`config.mk`:
```
export PLATFORM = sky130hd
export DESIGN_NAME = sp_block_fetch_flat
export DESIGN_NICKNAME = d
export VERILOG_FILES = /design/src/rtl/sp_fetch_pkg.sv /design/src/rtl/sp_block_fetch_if.sv /design/src/rtl/sp_addr_gen.sv /design/src/rtl/sp_block_fetch.sv /design/src/flat_wrapper.sv
export SDC_FILE = /design/constraint.sdc
export NUM_CORES = 1
export LEC_CHECK = 0
export ABC_AREA = 0
export BUFFER_PORTS_ARGS = -buffer_cell sky130_fd_sc_hd__clkbuf_2
export CORE_UTILIZATION = 35
export CTS_CLUSTER_SIZE = 16
export DETAILED_ROUTE_END_ITERATION = 7
export SLEW_MARGIN = 20
export SYNTH_ARGS = -nofsm -noshare
export SYNTH_HDL_FRONTEND = slang
export SYNTH_HIERARCHICAL = 1
export SYNTH_SLANG_ARGS = --single-unit
```
`constraint.sdc`:
```
create_clock -name Clock -period 10 [get_ports Clock]
set_input_delay 1.5 -clock Clock [delete_from_list [all_inputs] [get_ports Clock]]
set_output_delay 1.5 -clock Clock [all_outputs]
set_load 0.01 [all_outputs]
```
`src/rtl/sp_fetch_pkg.sv`:
```
// Shared types and default geometry for the S' block fetcher.
package sp_fetch_pkg;

    typedef enum logic [1:0] {
        PLANE_Y    = 2'd0,
        PLANE_U    = 2'd1,
        PLANE_V    = 2'd2,
        PLANE_RSVD = 2'd3
    } plane_t;

    typedef enum logic [1:0] {
        IDLE  = 2'd0,
        ISSUE = 2'd1,
        DRAIN = 2'd2,
        DONE  = 2'd3
    } fetch_state_t;

    localparam int DEF_SRAM_LAT  = 2;
    localparam int DEF_Y_BASE    = 27648;
    localparam int DEF_U_BASE    = 55296;
    localparam int DEF_V_BASE    = 69120;
    localparam int DEF_Y_STRIDE  = 320;
    localparam int DEF_UV_STRIDE = 160;
    localparam int DEF_Y_BLK     = 16;
    localparam int DEF_UV_BLK    = 8;
    localparam int DEF_DPA_W     = 8;

    // Largest scan index for a block edge of n samples.
    function automatic logic [3:0] blk_last_idx(input logic [4:0] n);
        return 4'(n - 5'd1);
    endfunction

endpackage

```
`src/rtl/sp_block_fetch_if.sv`:
```
// Request, SRAM read and DP-RAM write signals of the S' block fetcher.
// With SP_BLOCK_FETCH_CHECKSUM_EN defined the bundle also carries checksum.
interface sp_block_fetch_if #(
    parameter int DPA_W = 8
);
    logic             start;
    logic [1:0]       plane;
    logic [4:0]       Rb;
    logic [5:0]       Cb;
    logic             abort;
    logic             sram_gnt;
    logic [15:0]      SRAM_read_data;
    logic [17:0]      SRAM_address;
    logic             DP_RAM_we;
    logic [DPA_W-1:0] DP_RAM_address;
    logic [31:0]      DP_RAM_write_data;
    logic             busy;
    logic             done;
`ifdef SP_BLOCK_FETCH_CHECKSUM_EN
    logic [15:0]      checksum;
`endif

    // Fetcher side.
    modport slave (
`ifdef SP_BLOCK_FETCH_CHECKSUM_EN
        output checksum,
`endif
        input  start, plane, Rb, Cb, abort, sram_gnt, SRAM_read_data,
        output SRAM_address, DP_RAM_we, DP_RAM_address, DP_RAM_write_data, busy, done
    );

    // Requester / memory side.
    modport master (
`ifdef SP_BLOCK_FETCH_CHECKSUM_EN
        input  checksum,
`endif
        output start, plane, Rb, Cb, abort, sram_gnt, SRAM_read_data,
        input  SRAM_address, DP_RAM_we, DP_RAM_address, DP_RAM_write_data, busy, done
    );
endinterface

```
`src/rtl/sp_addr_gen.sv`:
```
// Column-major block scan counters and SRAM address arithmetic.
// The address is formed in 19 bits and wrapped to 18.
module sp_addr_gen
    import sp_fetch_pkg::*;
(
    input  logic        Clock,
    input  logic        Resetn,
    input  logic        clr,
    input  logic        step,
    input  logic [4:0]  blk_n,
    input  logic [17:0] base,
    input  logic [8:0]  stride,
    input  logic [4:0]  rb,
    input  logic [5:0]  cb,
    output logic [17:0] addr,
    output logic        last
);
    logic [3:0]  ri_q, ci_q;
    logic [3:0]  n_m1;
    logic [18:0] row, sum;

    assign n_m1 = blk_last_idx(blk_n);
    assign last = (ri_q == n_m1) && (ci_q == n_m1);

    // Advance ri fastest, then ci, once per issued address.
    always_ff @(posedge Clock or negedge Resetn) begin
        // NOTE: sequential state uses non-blocking assignments so every flop samples pre-edge values.
        if (!Resetn) begin
            ri_q <= '0;
            ci_q <= '0;
        end else if (clr) begin
            ri_q <= '0;
            ci_q <= '0;
        end else if (step) begin
            if (ri_q == n_m1) begin
                ri_q <= '0;
                ci_q <= ci_q + 4'd1;
            end else begin
                ri_q <= ri_q + 4'd1;
            end
        end
    end

    // BASE + (Rb*N + ri)*STRIDE + Cb*N + ci.
    always_comb begin
        // NOTE: defaults first so no path leaves a variable unassigned and infers a latch.
        row  = '0;
        sum  = '0;
        row  = 19'(rb) * 19'(blk_n) + 19'(ri_q);
        sum  = 19'(base) + row * 19'(stride) + 19'(cb) * 19'(blk_n) + 19'(ci_q);
        addr = 18'(sum);
    end
endmodule

```
`src/rtl/sp_block_fetch.sv`:
```
// Fetches one N x N block of 16-bit S' samples for plane Y/U/V from SRAM and
// writes vertically adjacent pairs {even row, odd row} as 32-bit DP-RAM words.
// Build macro SP_BLOCK_FETCH_CHECKSUM_EN adds an XOR checksum of the captured samples.
module sp_block_fetch
    import sp_fetch_pkg::*;
#(
    parameter int SRAM_LAT  = DEF_SRAM_LAT,
    parameter int Y_BASE    = DEF_Y_BASE,
    parameter int U_BASE    = DEF_U_BASE,
    parameter int V_BASE    = DEF_V_BASE,
    parameter int Y_STRIDE  = DEF_Y_STRIDE,
    parameter int UV_STRIDE = DEF_UV_STRIDE,
    parameter int Y_BLK     = DEF_Y_BLK,
    parameter int UV_BLK    = DEF_UV_BLK,
    parameter int DPA_W     = DEF_DPA_W
) (
    input  logic            Clock,
    input  logic            Resetn,
    sp_block_fetch_if.slave bus
);
    fetch_state_t        state_q, state_d;
    plane_t              plane_q;
    logic [4:0]          rb_q;
    logic [5:0]          cb_q;
    logic [17:0]         sel_base;
    logic [8:0]          sel_stride;
    logic [4:0]          sel_n;
    logic [17:0]         gen_addr;
    logic                gen_last;
    logic                accept, kill, issue, capture;
    logic                issue_vld_q;
    logic [SRAM_LAT-1:0] vld_pipe_q;
    logic                odd_q;
    logic [15:0]         held_q;
    logic [DPA_W-1:0]    wptr_q;
    logic [17:0]         sram_addr_q;
    logic                we_q;
    logic [DPA_W-1:0]    waddr_q;
    logic [31:0]         wdata_q;

    // abort outranks start; reserved plane requests are dropped.
    assign accept  = (state_q == IDLE) && bus.start && !bus.abort && (bus.plane != 2'd3);
    assign kill    = bus.abort && (state_q != IDLE);
    assign issue   = (state_q == ISSUE) && bus.sram_gnt && !bus.abort;
    assign capture = vld_pipe_q[SRAM_LAT-1] && !kill;

    // Per-plane geometry from the latched plane.
    always_comb begin
        sel_base   = 18'(Y_BASE);
        sel_stride = 9'(Y_STRIDE);
        sel_n      = 5'(Y_BLK);
        case (plane_q)
            PLANE_U: begin
                sel_base   = 18'(U_BASE);
                sel_stride = 9'(UV_STRIDE);
                sel_n      = 5'(UV_BLK);
            end
            PLANE_V: begin
                sel_base   = 18'(V_BASE);
                sel_stride = 9'(UV_STRIDE);
                sel_n      = 5'(UV_BLK);
            end
            default: ;
        endcase
    end

    sp_addr_gen u_addr_gen (
        .Clock  (Clock),
        .Resetn (Resetn),
        .clr    (accept),
        .step   (issue),
        .blk_n  (sel_n),
        .base   (sel_base),
        .stride (sel_stride),
        .rb     (rb_q),
        .cb     (cb_q),
        .addr   (gen_addr),
        .last   (gen_last)
    );

    // State register.
    always_ff @(posedge Clock or negedge Resetn) begin
        if (!Resetn) state_q <= IDLE;
        else         state_q <= state_d;
    end

    // Next-state: issue N*N addresses, drain the read pipe, pulse done.
    always_comb begin
        state_d = state_q;
        case (state_q)
            IDLE:    if (accept) state_d = ISSUE;
            ISSUE:   if (issue && gen_last) state_d = DRAIN;
            DRAIN:   if (!issue_vld_q && (vld_pipe_q == '0)) state_d = DONE;
            DONE:    state_d = IDLE;
            default: state_d = IDLE;
        endcase
        if (kill) state_d = IDLE;
    end

    // Request latch, SRAM address register and read-valid pipe.
    always_ff @(posedge Clock or negedge Resetn) begin
        if (!Resetn) begin
            plane_q     <= PLANE_Y;
            rb_q        <= '0;
            cb_q        <= '0;
            sram_addr_q <= '0;
            issue_vld_q <= 1'b0;
            vld_pipe_q  <= '0;
        end else begin
            if (accept) begin
                plane_q <= plane_t'(bus.plane);
                rb_q    <= bus.Rb;
                cb_q    <= bus.Cb;
            end
            if (issue) sram_addr_q <= gen_addr;
            issue_vld_q <= issue;
            if (kill) vld_pipe_q <= '0;
            else      vld_pipe_q <= (vld_pipe_q << 1) | SRAM_LAT'(issue_vld_q);
        end
    end

    // Pair even/odd-row samples and register the DP-RAM write.
    always_ff @(posedge Clock or negedge Resetn) begin
        if (!Resetn) begin
            odd_q   <= 1'b0;
            held_q  <= '0;
            wptr_q  <= '0;
            we_q    <= 1'b0;
            waddr_q <= '0;
            wdata_q <= '0;
        end else begin
            we_q <= 1'b0;
            if (accept) begin
                odd_q  <= 1'b0;
                wptr_q <= '0;
            end else if (capture) begin
                if (!odd_q) begin
                    held_q <= bus.SRAM_read_data;
                    odd_q  <= 1'b1;
                end else begin
                    we_q    <= 1'b1;
                    waddr_q <= wptr_q;
                    wdata_q <= {held_q, bus.SRAM_read_data};
                    wptr_q  <= wptr_q + DPA_W'(1);
                    odd_q   <= 1'b0;
                end
            end
        end
    end

`ifdef SP_BLOCK_FETCH_CHECKSUM_EN
    logic [15:0] csum_q;

    // XOR of every captured sample; held after done until the next accept.
    always_ff @(posedge Clock or negedge Resetn) begin
        if (!Resetn)      csum_q <= '0;
        else if (accept)  csum_q <= '0;
        else if (capture) csum_q <= csum_q ^ bus.SRAM_read_data;
    end

    assign bus.checksum = csum_q;
`endif

    assign bus.SRAM_address      = sram_addr_q;
    assign bus.DP_RAM_we         = we_q;
    assign bus.DP_RAM_address    = waddr_q;
    assign bus.DP_RAM_write_data = wdata_q;
    assign bus.busy              = (state_q == ISSUE) || (state_q == DRAIN);
    assign bus.done              = (state_q == DONE);
endmodule

```
`src/flat_wrapper.sv`:
```
// flat-port wrapper written by rule: the top's interface ports become plain ports
module sp_block_fetch_flat import sp_fetch_pkg::*;
#(
    parameter int SRAM_LAT  = DEF_SRAM_LAT,
    parameter int Y_BASE    = DEF_Y_BASE,
    parameter int U_BASE    = DEF_U_BASE,
    parameter int V_BASE    = DEF_V_BASE,
    parameter int Y_STRIDE  = DEF_Y_STRIDE,
    parameter int UV_STRIDE = DEF_UV_STRIDE,
    parameter int Y_BLK     = DEF_Y_BLK,
    parameter int UV_BLK    = DEF_UV_BLK,
    parameter int DPA_W     = DEF_DPA_W
)
  (Clock, Resetn, bus_start, bus_plane, bus_Rb, bus_Cb, bus_abort, bus_sram_gnt, bus_SRAM_read_data, bus_SRAM_address, bus_DP_RAM_we, bus_DP_RAM_address, bus_DP_RAM_write_data, bus_busy, bus_done);
  sp_block_fetch_if #(.DPA_W(DPA_W)) bus_i ();
  input  logic Clock;
  input  logic Resetn;
  input wire logic [$bits(bus_i.start)-1:0] bus_start;
  input wire logic [$bits(bus_i.plane)-1:0] bus_plane;
  input wire logic [$bits(bus_i.Rb)-1:0] bus_Rb;
  input wire logic [$bits(bus_i.Cb)-1:0] bus_Cb;
  input wire logic [$bits(bus_i.abort)-1:0] bus_abort;
  input wire logic [$bits(bus_i.sram_gnt)-1:0] bus_sram_gnt;
  input wire logic [$bits(bus_i.SRAM_read_data)-1:0] bus_SRAM_read_data;
  output wire logic [$bits(bus_i.SRAM_address)-1:0] bus_SRAM_address;
  output wire logic [$bits(bus_i.DP_RAM_we)-1:0] bus_DP_RAM_we;
  output wire logic [$bits(bus_i.DP_RAM_address)-1:0] bus_DP_RAM_address;
  output wire logic [$bits(bus_i.DP_RAM_write_data)-1:0] bus_DP_RAM_write_data;
  output wire logic [$bits(bus_i.busy)-1:0] bus_busy;
  output wire logic [$bits(bus_i.done)-1:0] bus_done;
  assign bus_i.start = bus_start;
  assign bus_i.plane = bus_plane;
  assign bus_i.Rb = bus_Rb;
  assign bus_i.Cb = bus_Cb;
  assign bus_i.abort = bus_abort;
  assign bus_i.sram_gnt = bus_sram_gnt;
  assign bus_i.SRAM_read_data = bus_SRAM_read_data;
  assign bus_SRAM_address = bus_i.SRAM_address;
  assign bus_DP_RAM_we = bus_i.DP_RAM_we;
  assign bus_DP_RAM_address = bus_i.DP_RAM_address;
  assign bus_DP_RAM_write_data = bus_i.DP_RAM_write_data;
  assign bus_busy = bus_i.busy;
  assign bus_done = bus_i.done;
  sp_block_fetch #(.SRAM_LAT(SRAM_LAT), .Y_BASE(Y_BASE), .U_BASE(U_BASE), .V_BASE(V_BASE), .Y_STRIDE(Y_STRIDE), .UV_STRIDE(UV_STRIDE), .Y_BLK(Y_BLK), .UV_BLK(UV_BLK), .DPA_W(DPA_W)) u_core (.Clock(Clock), .Resetn(Resetn), .bus(bus_i));
endmodule
```
== Yosys cells after proc, flatten, opt, wreduce, memory -nomap -nowiden ==
Index checks and enable logic that the tools add are counted.
Operators by class
  add/subtract/negate cells: 8
  multiply operators: 3
  div/mod/pow operators: 0
  magnitude comparators: 0
  eq/ne operators: 11
  shift operators: 0
  multiplexer cells: 24
  bitwise gates (word level): 3
  reduce and logical (&&, ||, !) cells: 27
Operators by type and width (number)
  $pmux W17 S2: 1
  $mux W4: 6
  $mux W8: 3
  $add A17 B18 Y18: 1
  $add A18 B11 Y18: 1
  $add A18 B4 Y18: 1
  $mul A11 B9 Y18: 1
  $add A10 B4 Y11: 1
  $mul A6 B5 Y11: 1
  $logic_and A1 B1 Y1: 10
  $mul A5 B5 Y10: 1
  $mux W2: 5
  $reduce_bool A2 Y1: 5
  $mux W9: 1
  $ne A3 B1 Y1 const B: 3
  $reduce_and A3 Y1: 3
  $add A4 B1 Y4 const B: 2
  $add A8 B1 Y8 const B: 1
  $eq A4 B4 Y1: 2
  $pmux W2 S4: 1
  $eq A2 B2 Y1 const B: 3
  $mux W1: 6
  $mux W5: 1
  $eq A2 B1 Y1 const B: 2
  other kinds (9): 14
Storage, ports and cells
  bits in registers: 110
  latch bits: 0
  memory bits (writable): 0
  memory bits (read-only): 0
  input port bits: 34
  output and inout port bits: 61
  word-level logic and storage cells: 91
  memories: 0

== Logic depth before layout (Yosys ltp) ==
Gate-level depths: netlist of run 1.
  depth in word-level cells: 10
  mapped depth: 37
  depth with buffers taken out: 36

== By module ==
Netlist of run 1, hierarchy kept.
By module, submodules not included
  sp_addr_gen: instances 1, cells an instance 699, area an instance 6190.9 um2, seq. area each 200.2 um2
  sp_block_fetch: instances 1, cells an instance 338, area an instance 4291.6 um2, seq. area each 2552.4 um2

== Worst setup path after synthesis of run 1 ==
Ideal clock, no wire load.
  kind: reg-to-reg
  start point: register u_core.plane_q[0]
  end point: register u_core.sram_addr_q[17] (netlist: u_core/bus.SRAM_address[17])
  setup time: 118 ps
  arrival: 8200 ps
  data required time: 9882 ps
  path slack: 1682 ps
  cell stages (with the launch flop): 35
  buffers on the path: 1
  clock period less this slack: 8318 ps
  cells stage by stage: dfrtp_1 -> inv_1 -> ha_1 -> inv_1 -> clkbuf_1 -> nand2_1 -> fa_1 -> fa_1 -> fa_1 -> inv_1 -> ha_1 -> a21oi_2 -> nor2b_1 -> a31o_1 -> nor2_1 -> xnor2_1 -> and2_1 -> fa_1 -> fa_1 -> fa_1 -> fa_1 -> inv_1 -> fa_1 -> inv_1 -> ha_1 -> ha_1 -> a21oi_1 -> o21ai_0 -> o21bai_1 -> a21oi_1 -> o31ai_1 -> a21oi_1 -> xnor3_1 -> nand2_1 -> nand2_1
Between the ends
  elaborated cells on any way between the ends: 13
  those cells by class: add/sub (4); mul (3); eq/ne (2); mux (3); reduce/logical (1)
RTL lines
  start: declaration: RTL line sp_block_fetch.sv:22  | plane_t plane_q;
  start signal: assignment: RTL line sp_block_fetch.sv:111  | plane_q <= plane_t'(bus.plane);
  $eq A2 B2 Y1 or $eq A2 B1 Y1 (tied branches): RTL line sp_block_fetch.sv:52  | case (plane_q)
  $pmux W17 S2 (*): RTL line sp_block_fetch.sv:52
  named net u_core.sel_base[13]: RTL line sp_block_fetch.sv:25  | logic [17:0] sel_base;
  $add A17 B18 Y18 (*): RTL line sp_addr_gen.sv:50  | sum = 19'(base) + row * 19'(stride) + 19'(cb) * 19'(blk_n) + 19'(ci_q);
  $add A18 B11 Y18 (*): RTL line sp_addr_gen.sv:50
  $add A18 B4 Y18 (*): RTL line sp_addr_gen.sv:50
  named net u_core.gen_addr[17]: RTL line sp_block_fetch.sv:28  | logic [17:0] gen_addr;
  end signal: assignment: RTL line sp_block_fetch.sv:115  | if (issue) sram_addr_q <= gen_addr;
  end: declaration: RTL line sp_block_fetch.sv:36  | logic [17:0] sram_addr_q;
Mark *: on every way through the listed nets, which the timed path passes. The rest lies on a longest branch.
A chain may end at the register's enable or synchronous reset.

== Worst setup path in the final report of run 1 ==
Ends and elaborated chain as after synthesis.

==> results of run 1 <==
worst max-delay path: cells and delay by family, from the launching register on:
| kind | cells | cell delay, ns |
|---|---|---|
| AO/OA/AOI/OAI | 7 | 1.15 |
| XOR/XNOR | 2 | 0.83 |
| adder cells (fa/ha/maj) | 12 | 5.11 |
| buffers and inverters | 5 | 0.58 |
| flip-flops | 1 | 0.40 |
| AND/OR/NAND/NOR | 6 | 0.63 |
cells by family after synthesis:
group,after synthesis
and+or+nand+nor,342
adders and majority gates,221
buffers and inverters,201
DFF,110
muxes,62
AOI/OAI and AO/OA,59
xor gates and xnor gates,40
other,2
final cells by class:
class | instances | area (um^2)
Tap cell | 384 | 480.5
Timing Repair Buffer | 102 | 533.0
Inverter | 172 | 645.6
Sequential cell | 110 | 2753
Fill cell | 2904 | 17340
Multi-Input combinational cell | 759 | 7049
Clock buffer | 9 | 225.2
Clock inverter | 7 | 63.81
final timing paths:
check / startpoint / end / slack (ns)
min in group asynchronous: Resetn / u_core/bus.DP_RAM_write_data[8] / 1.19
min: u_core/bus.SRAM_address[13] / u_core/bus.SRAM_address[13] / 0.49
max reg2reg: u_core/plane_q[0] / u_core/bus.SRAM_address[17] / 1.20
max: u_core/plane_q[0] / u_core/bus.SRAM_address[17] / 1.20
max in group asynchronous: Resetn / u_core/bus.SRAM_address[6] / 7.64
min reg2reg: u_core/bus.SRAM_address[13] / u_core/bus.SRAM_address[13] / 0.49
per-stage QoR:
stage | hold WS [ns] | area, um^2
after floorplan | 0.4547 | 10610
after global placement | 0.4615 | 11460
after detailed placement | 0.4686 | 11460
after CTS | 0.4876 | 11750
after global routing | 0.5000 | 11750
final | 0.4869 | 11750
layer usage:
| layer | vias to the layer above | share of wire | wire [um] |
|---|---|---|---|
| li1 | 3407 | - | - |
| met3 | 12 | 0.042 | 907 |
| met4 | 0 | 0.0096 | 210 |
| met5 | - | 0 | 0 |
| met1 | 3544 | 0.50 | 10800 |
| met2 | 144 | 0.45 | 9894 |
cell usage after synthesis, drive strengths merged (8+ instances only):
library cell and n:
nand2 180, inv 171, fa 123, dfrtp 110
ha 98, and2 68, mux2 57, nor2 32
xnor2 23, a21oi 22, clkbuf 20, o21ai 16
xor2 16, nand2b 12, nand3 10, buf 9
nor2b 8
flip-flops by register name, summed over array words and instances, names as in the netlist:
signal,cells
u_core/wptr_q,8
u_core/issue_vld_q,1
u_core/bus.DP_RAM_we,1
u_core/bus.DP_RAM_write_data,32
u_core/u_addr_gen/ri_q,4
u_core/vld_pipe_q,2
u_core/odd_q,1
u_core/bus.DP_RAM_address,8
u_core/cb_q,6
u_core/u_addr_gen/ci_q,4
u_core/rb_q,5
u_core/held_q,16
u_core/bus.SRAM_address,18
u_core/state_q,2
u_core/plane_q,2
==> impl_metrics.csv, run 1 <==
group,metric,value,unit
status,run_status,"finished clean",
place,post-place-ws,1.269,ns
floorplanning,core-area,29090,um^2
grt,global_route.usage.met2,0.2359,
layout,layout.cells.most_common_list,"179 x sky130_fd_sc_hd__nand2_1, 170 x sky130_fd_sc_hd__inv_1, 123 x sky130_fd_sc_hd__fa_1",
sta,layout_worst_path_cycle_share,0.8801,
critical_path,slowest_delay,0.61,ns
worst_hold_path,hold_path_depth,2,
layout,syn2layout_area_growth,12.09,%
critical_path,path_common_cell,"sky130_fd_sc_hd__fa_1",
clock_tree,post_cts_buffers,0,
clock_tree,gates_resized_cts_repair,0,
sta,grt_setup_unrepaired,"no",
layout,layout_commonest_cell,"sky130_fd_sc_hd__nand2_1",
sta,final_worst_setup_slack,1.199,ns
drt,via_count,7107,
drt,routed_wl,21.82,mm
logic_synthesis,synth_simple_gate_area_share,0.1565,
sta,finalClockSkew,0.01390,ns
drt,route.detailed.wl_per_inst,14.14,um
grt,antenna_violations_before_repair,0,
worst_hold_path,timing.hold.worst.class,"flip-flop to flip-flop",
layout,layout.cells.non_filler,1543,
floorplanning,start_util,0.3603,
clock_tree,cts_tree,"done",
critical_path,cell_type_of_the_slowest_stage_on_the_worst_timing_path,"sky130_fd_sc_hd__xnor2_1",
drt,drc,0,
floorplanning,boundaryPins,95,
logic_synthesis,ys_types,60,
clock_tree,ctsRootBufferMaster,"sky130_fd_sc_hd__clkbuf_16",
logic_synthesis,synthXorXnorAreaFrac,0.03545,
drt,first_iter_violations,290,
logic_synthesis,yosysTopAreaCellShare,0.2626,
sta,pins_over_slew_limit,0,
drt,detail-route-antenna-nets,0,
logic_synthesis,ys_warn_count,6,
run,timing.max_cap.violations,0,
place,numPlacedInstances,1527,
grt,pin_count_of_the_biggest_net_entering_global_routing,61,
sta,finalSetupViolations,0,
sta,max_freq,0.1136,GHz
critical_path,worst-setup-path-type,"flip-flop to flip-flop",
logic_synthesis,synth_fa_ha_area_frac,0.3519,
place,gp_routability_congestion,0.7963,
critical_path,path_max_fanout,33,
critical_path,worst-r2r-cell-count,32,
logic_synthesis,combinational_family_with_the_most_area_after_synthesis,"adder cells",
layout,antenna_cells_inserted,0,
layout,final_net_count,1409,
floorplanning,die_width,175.1,um
floorplanning,floorplan.die.height,175.1,um
grt,gr_util_met1,0.2238,
sta,worstMarginPinSlew,0.8709,ns
place,detailed_placer_s_ending_hpwl,17.50,mm
logic_synthesis,synth.avg_cell_area,10.11,um^2
drt,vias_per_cell,4.606,
logic_synthesis,post_synth_inst_count,1037,
floorplanning,placementRows,62,
grt,grt_pass1_wl,37.61,mm
clock_tree,depth_of_the_cts_h_tree,3,
logic_synthesis,postSynthRegisterBits,110,
floorplanning,design.die.area,30650,um^2
logic_synthesis,synth_top_cells_by_area,"sky130_fd_sc_hd__dfrtp_1 26%, sky130_fd_sc_hd__fa_1 23%, sky130_fd_sc_hd__ha_1 12%, sky130_fd_sc_hd__nand2_1 6.4%, sky130_fd_sc_hd__inv_1 6.1%",
logic_synthesis,synth_flop_cell,"sky130_fd_sc_hd__dfrtp_1",
layout,final_layout_size_suffix_gt1_frac,0.1613,
sta,slew-limit-headroom,0.4175,
clock_tree,ctsHoldBuffers,0,
grt,grtUsageTotal,0.1533,
sta,finalCriticalPeriod,8.801,ns
clock_tree,clock_sinks,110,
logic_synthesis,synth_area_leader_cell,"sky130_fd_sc_hd__dfrtp_1",
clock_tree,cts_made_buffers,9,
clock_tree,clock_insertion_delay_worst_skew,0.36,ns
grt,grt_pass1_vias,7297,
logic_synthesis,yosysSeqAreaShare,0.2626,
sta,fin_setup_tns,0,ns
grt,gr-total-overflow,0,
logic_synthesis,postSynth.asyncResetShare,1.000,
layout,finalCoreUtilization,0.4039,
sta,hold_viol,0,
critical_path,timing.critical_path.from_type,"flip-flop",
critical_path,setup.worst_path.end_class,"flip-flop",
clock_tree,path_clk_slew,0.08,ns
logic_synthesis,number_of_flops_mapped_to_enable_cells_by_yosys,0,
critical_path,cp_data_required_time,10.26,ns
logic_synthesis,multiplexer_share_of_the_synthesized_area,0.07997,
logic_synthesis,synthesis.area,10480,um^2
grt,global_route_layer_with_the_greatest_usage,"met2",
clock_tree,clock_tree.buffer_depth,2,
critical_path,cp_data_arrival_time,9.06,ns
grt,use_met3,0.02546,
place,port_buffers,94,
drt,first_pass_iters,5,
logic_synthesis,synth-compound-area-share,0.03617,
Power of run 1 is left out: the tool's default activity adds up to more than one toggle a clock period on the data nets, which glitch-free logic cannot reach.
==> run 2, diff against run 1 <==
Settings changed: RECOVER_POWER set to 100.
==> run 2 against run 1 <==
The flow now finishes with violations (capacitance limit, slew limit). Final area decreased by 2.4%. Worst setup slack worse by 0.069 ns. Highest routed layer unchanged. Critical path type unchanged. Flip-flop and latch count stayed put.
==> impl_metrics.csv, run 2 (synthesized netlist as in run 1, its figures left out) <==
group,metric,value,unit
drt,first_iter_violations,293,
sta,hold_viol,0,
grt,grtUsageTotal,0.1533,
critical_path,setup.worst_path.end_class,"flip-flop",
floorplanning,floorplan.die.height,175.1,um
clock_tree,post_cts_buffers,0,
sta,finalCriticalPeriod,8.870,ns
sta,fin_hold_ws,0.4853,ns
clock_tree,clock_sinks,110,
clock_tree,cts_tree,"done",
clock_tree,cts_made_buffers,9,
critical_path,timing.critical_path.from_type,"flip-flop",
clock_tree,clock_tree.buffer_depth,2,
place,detailed_placer_s_ending_hpwl,17.50,mm
layout,final_net_count,1409,
grt,grt_pass1_vias,7297,
floorplanning,placementRows,62,
layout,final_layout_size_suffix_gt1_frac,0.06471,
layout,largest_register_ffs,32,
drt,first_pass_iters,5,
sta,final_worst_setup_slack,1.130,ns
clock_tree,depth_of_the_cts_h_tree,3,
status,violations,"capacitance limit, slew limit",
drt,vias_per_cell,4.601,
layout,antenna_cells_inserted,0,
sta,grt_setup_unrepaired,"no",
clock_tree,ctsRootBufferMaster,"sky130_fd_sc_hd__clkbuf_16",
sta,layout_worst_path_cycle_share,0.8870,
critical_path,path_max_fanout,33,
layout,finalCoreUtilization,0.3944,
sta,worstMarginPinSlew,3.101,ns
sta,slew-limit-headroom,-1.068,
run,timing.max_cap.violations,4,
critical_path,cp_data_required_time,10.25,ns
layout,multi_input_comb_area,6873,um^2
drt,routed_wl,21.75,mm
layout,ff_latch_area,2753,um^2
drt,detail-route-antenna-nets,0,
drt,via_count,7100,
sta,max_freq,0.1127,GHz
drt,route.detailed.wl_per_inst,14.09,um
drt,drc,0,
sta,finalSetupViolations,0,
floorplanning,design.die.area,30650,um^2
critical_path,path_common_cell,"sky130_fd_sc_hd__fa_1",
place,post-place-ws,1.269,ns
sta,finalClockSkew,0.01383,ns
grt,gr-total-overflow,0,
place,gp_routability_congestion,0.7963,
clock_tree,gates_resized_cts_repair,0,
floorplanning,boundaryPins,95,
grt,pin_count_of_the_biggest_net_entering_global_routing,61,
status,run_status,"finished with violations",
clock_tree,path_clk_slew,0.08,ns
floorplanning,start_util,0.3603,
critical_path,worst-setup-path-type,"flip-flop to flip-flop",
critical_path,slowest_delay,0.64,ns
grt,antenna_violations_before_repair,0,
floorplanning,core-area,29090,um^2
floorplanning,die_width,175.1,um
layout,layout.cells.most_common_list,"179 x sky130_fd_sc_hd__nand2_1, 171 x sky130_fd_sc_hd__inv_1, 123 x sky130_fd_sc_hd__fa_1",
layout,syn2layout_area_growth,9.453,%
sta,fin_setup_tns,0,ns
clock_tree,ctsHoldBuffers,0,
place,port_buffers,94,
grt,grt_pass1_wl,37.61,mm
sta,pins_over_slew_limit,172,
layout,layout_commonest_cell,"sky130_fd_sc_hd__nand2_1",
layout,n_fill_cell,2997,
clock_tree,clock_insertion_delay_worst_skew,0.36,ns
critical_path,cp_data_arrival_time,9.12,ns
worst_hold_path,timing.hold.worst.class,"flip-flop to flip-flop",
critical_path,cell_type_of_the_slowest_stage_on_the_worst_timing_path,"sky130_fd_sc_hd__xnor2_1",
## run 2: per-layer routing
metal | wire length [um] | share of wire | vias to the layer above | track usage
met5 | 0 | 0 | - | 0
li1 | - | - | 3411 | -
met3 | 787 | 0.036 | 13 | 0.02546
met4 | 208 | 0.0096 | 0 | 0.03623
met1 | 10810 | 0.50 | 3548 | 0.2238
met2 | 9944 | 0.46 | 128 | 0.2359
## run 2: per-stage QoR
step	std cells	area [um^2]
5_1_grt	1543	11470
3_3_place_gp	1527	11460
2_1_floorplan	1070	10610
4_1_cts	1543	11750
6_report	1543	11470
3_5_place_dp	1527	11460
## run 2: worst paths after layout
kind	startpoint	to	slack, ns	cells after the start
setup / recovery	u_core/plane_q[0]	u_core/bus.SRAM_address[17]	1.13	32
hold / removal	u_core/bus.SRAM_address[13]	u_core/bus.SRAM_address[13]	0.49	2
setup reg to reg	u_core/plane_q[0]	u_core/bus.SRAM_address[17]	1.13	32
hold reg to reg	u_core/bus.SRAM_address[13]	u_core/bus.SRAM_address[13]	0.49	2
max in group asynchronous	Resetn	u_core/bus.SRAM_address[6]	4.12	2
min in group asynchronous	Resetn	u_core/bus.DP_RAM_write_data[8]	2.15	1
## run 2: layout make-up
type	count	share of cell area
clock buffer	9	0.01963
clock inverter	7	0.005562
inverter	172	0.05627
multi-input combinational	759	0.5990
sequential	110	0.2399
tap	384	0.04188
timing repair buffer	102	0.03773
## run 2: worst max-delay path: cells and delay by family (launching register included)
| kind | cells | cell delay, ns |
|---|---|---|
| AO/OA/AOI/OAI | 7 | 1.15 |
| XOR/XNOR | 2 | 0.86 |
| adder cells (fa/ha/maj) | 12 | 5.12 |
| buffers and inverters | 5 | 0.58 |
| flip-flops | 1 | 0.40 |
| AND/OR/NAND/NOR | 6 | 0.65 |
Power of run 2 is left out for the same reason.
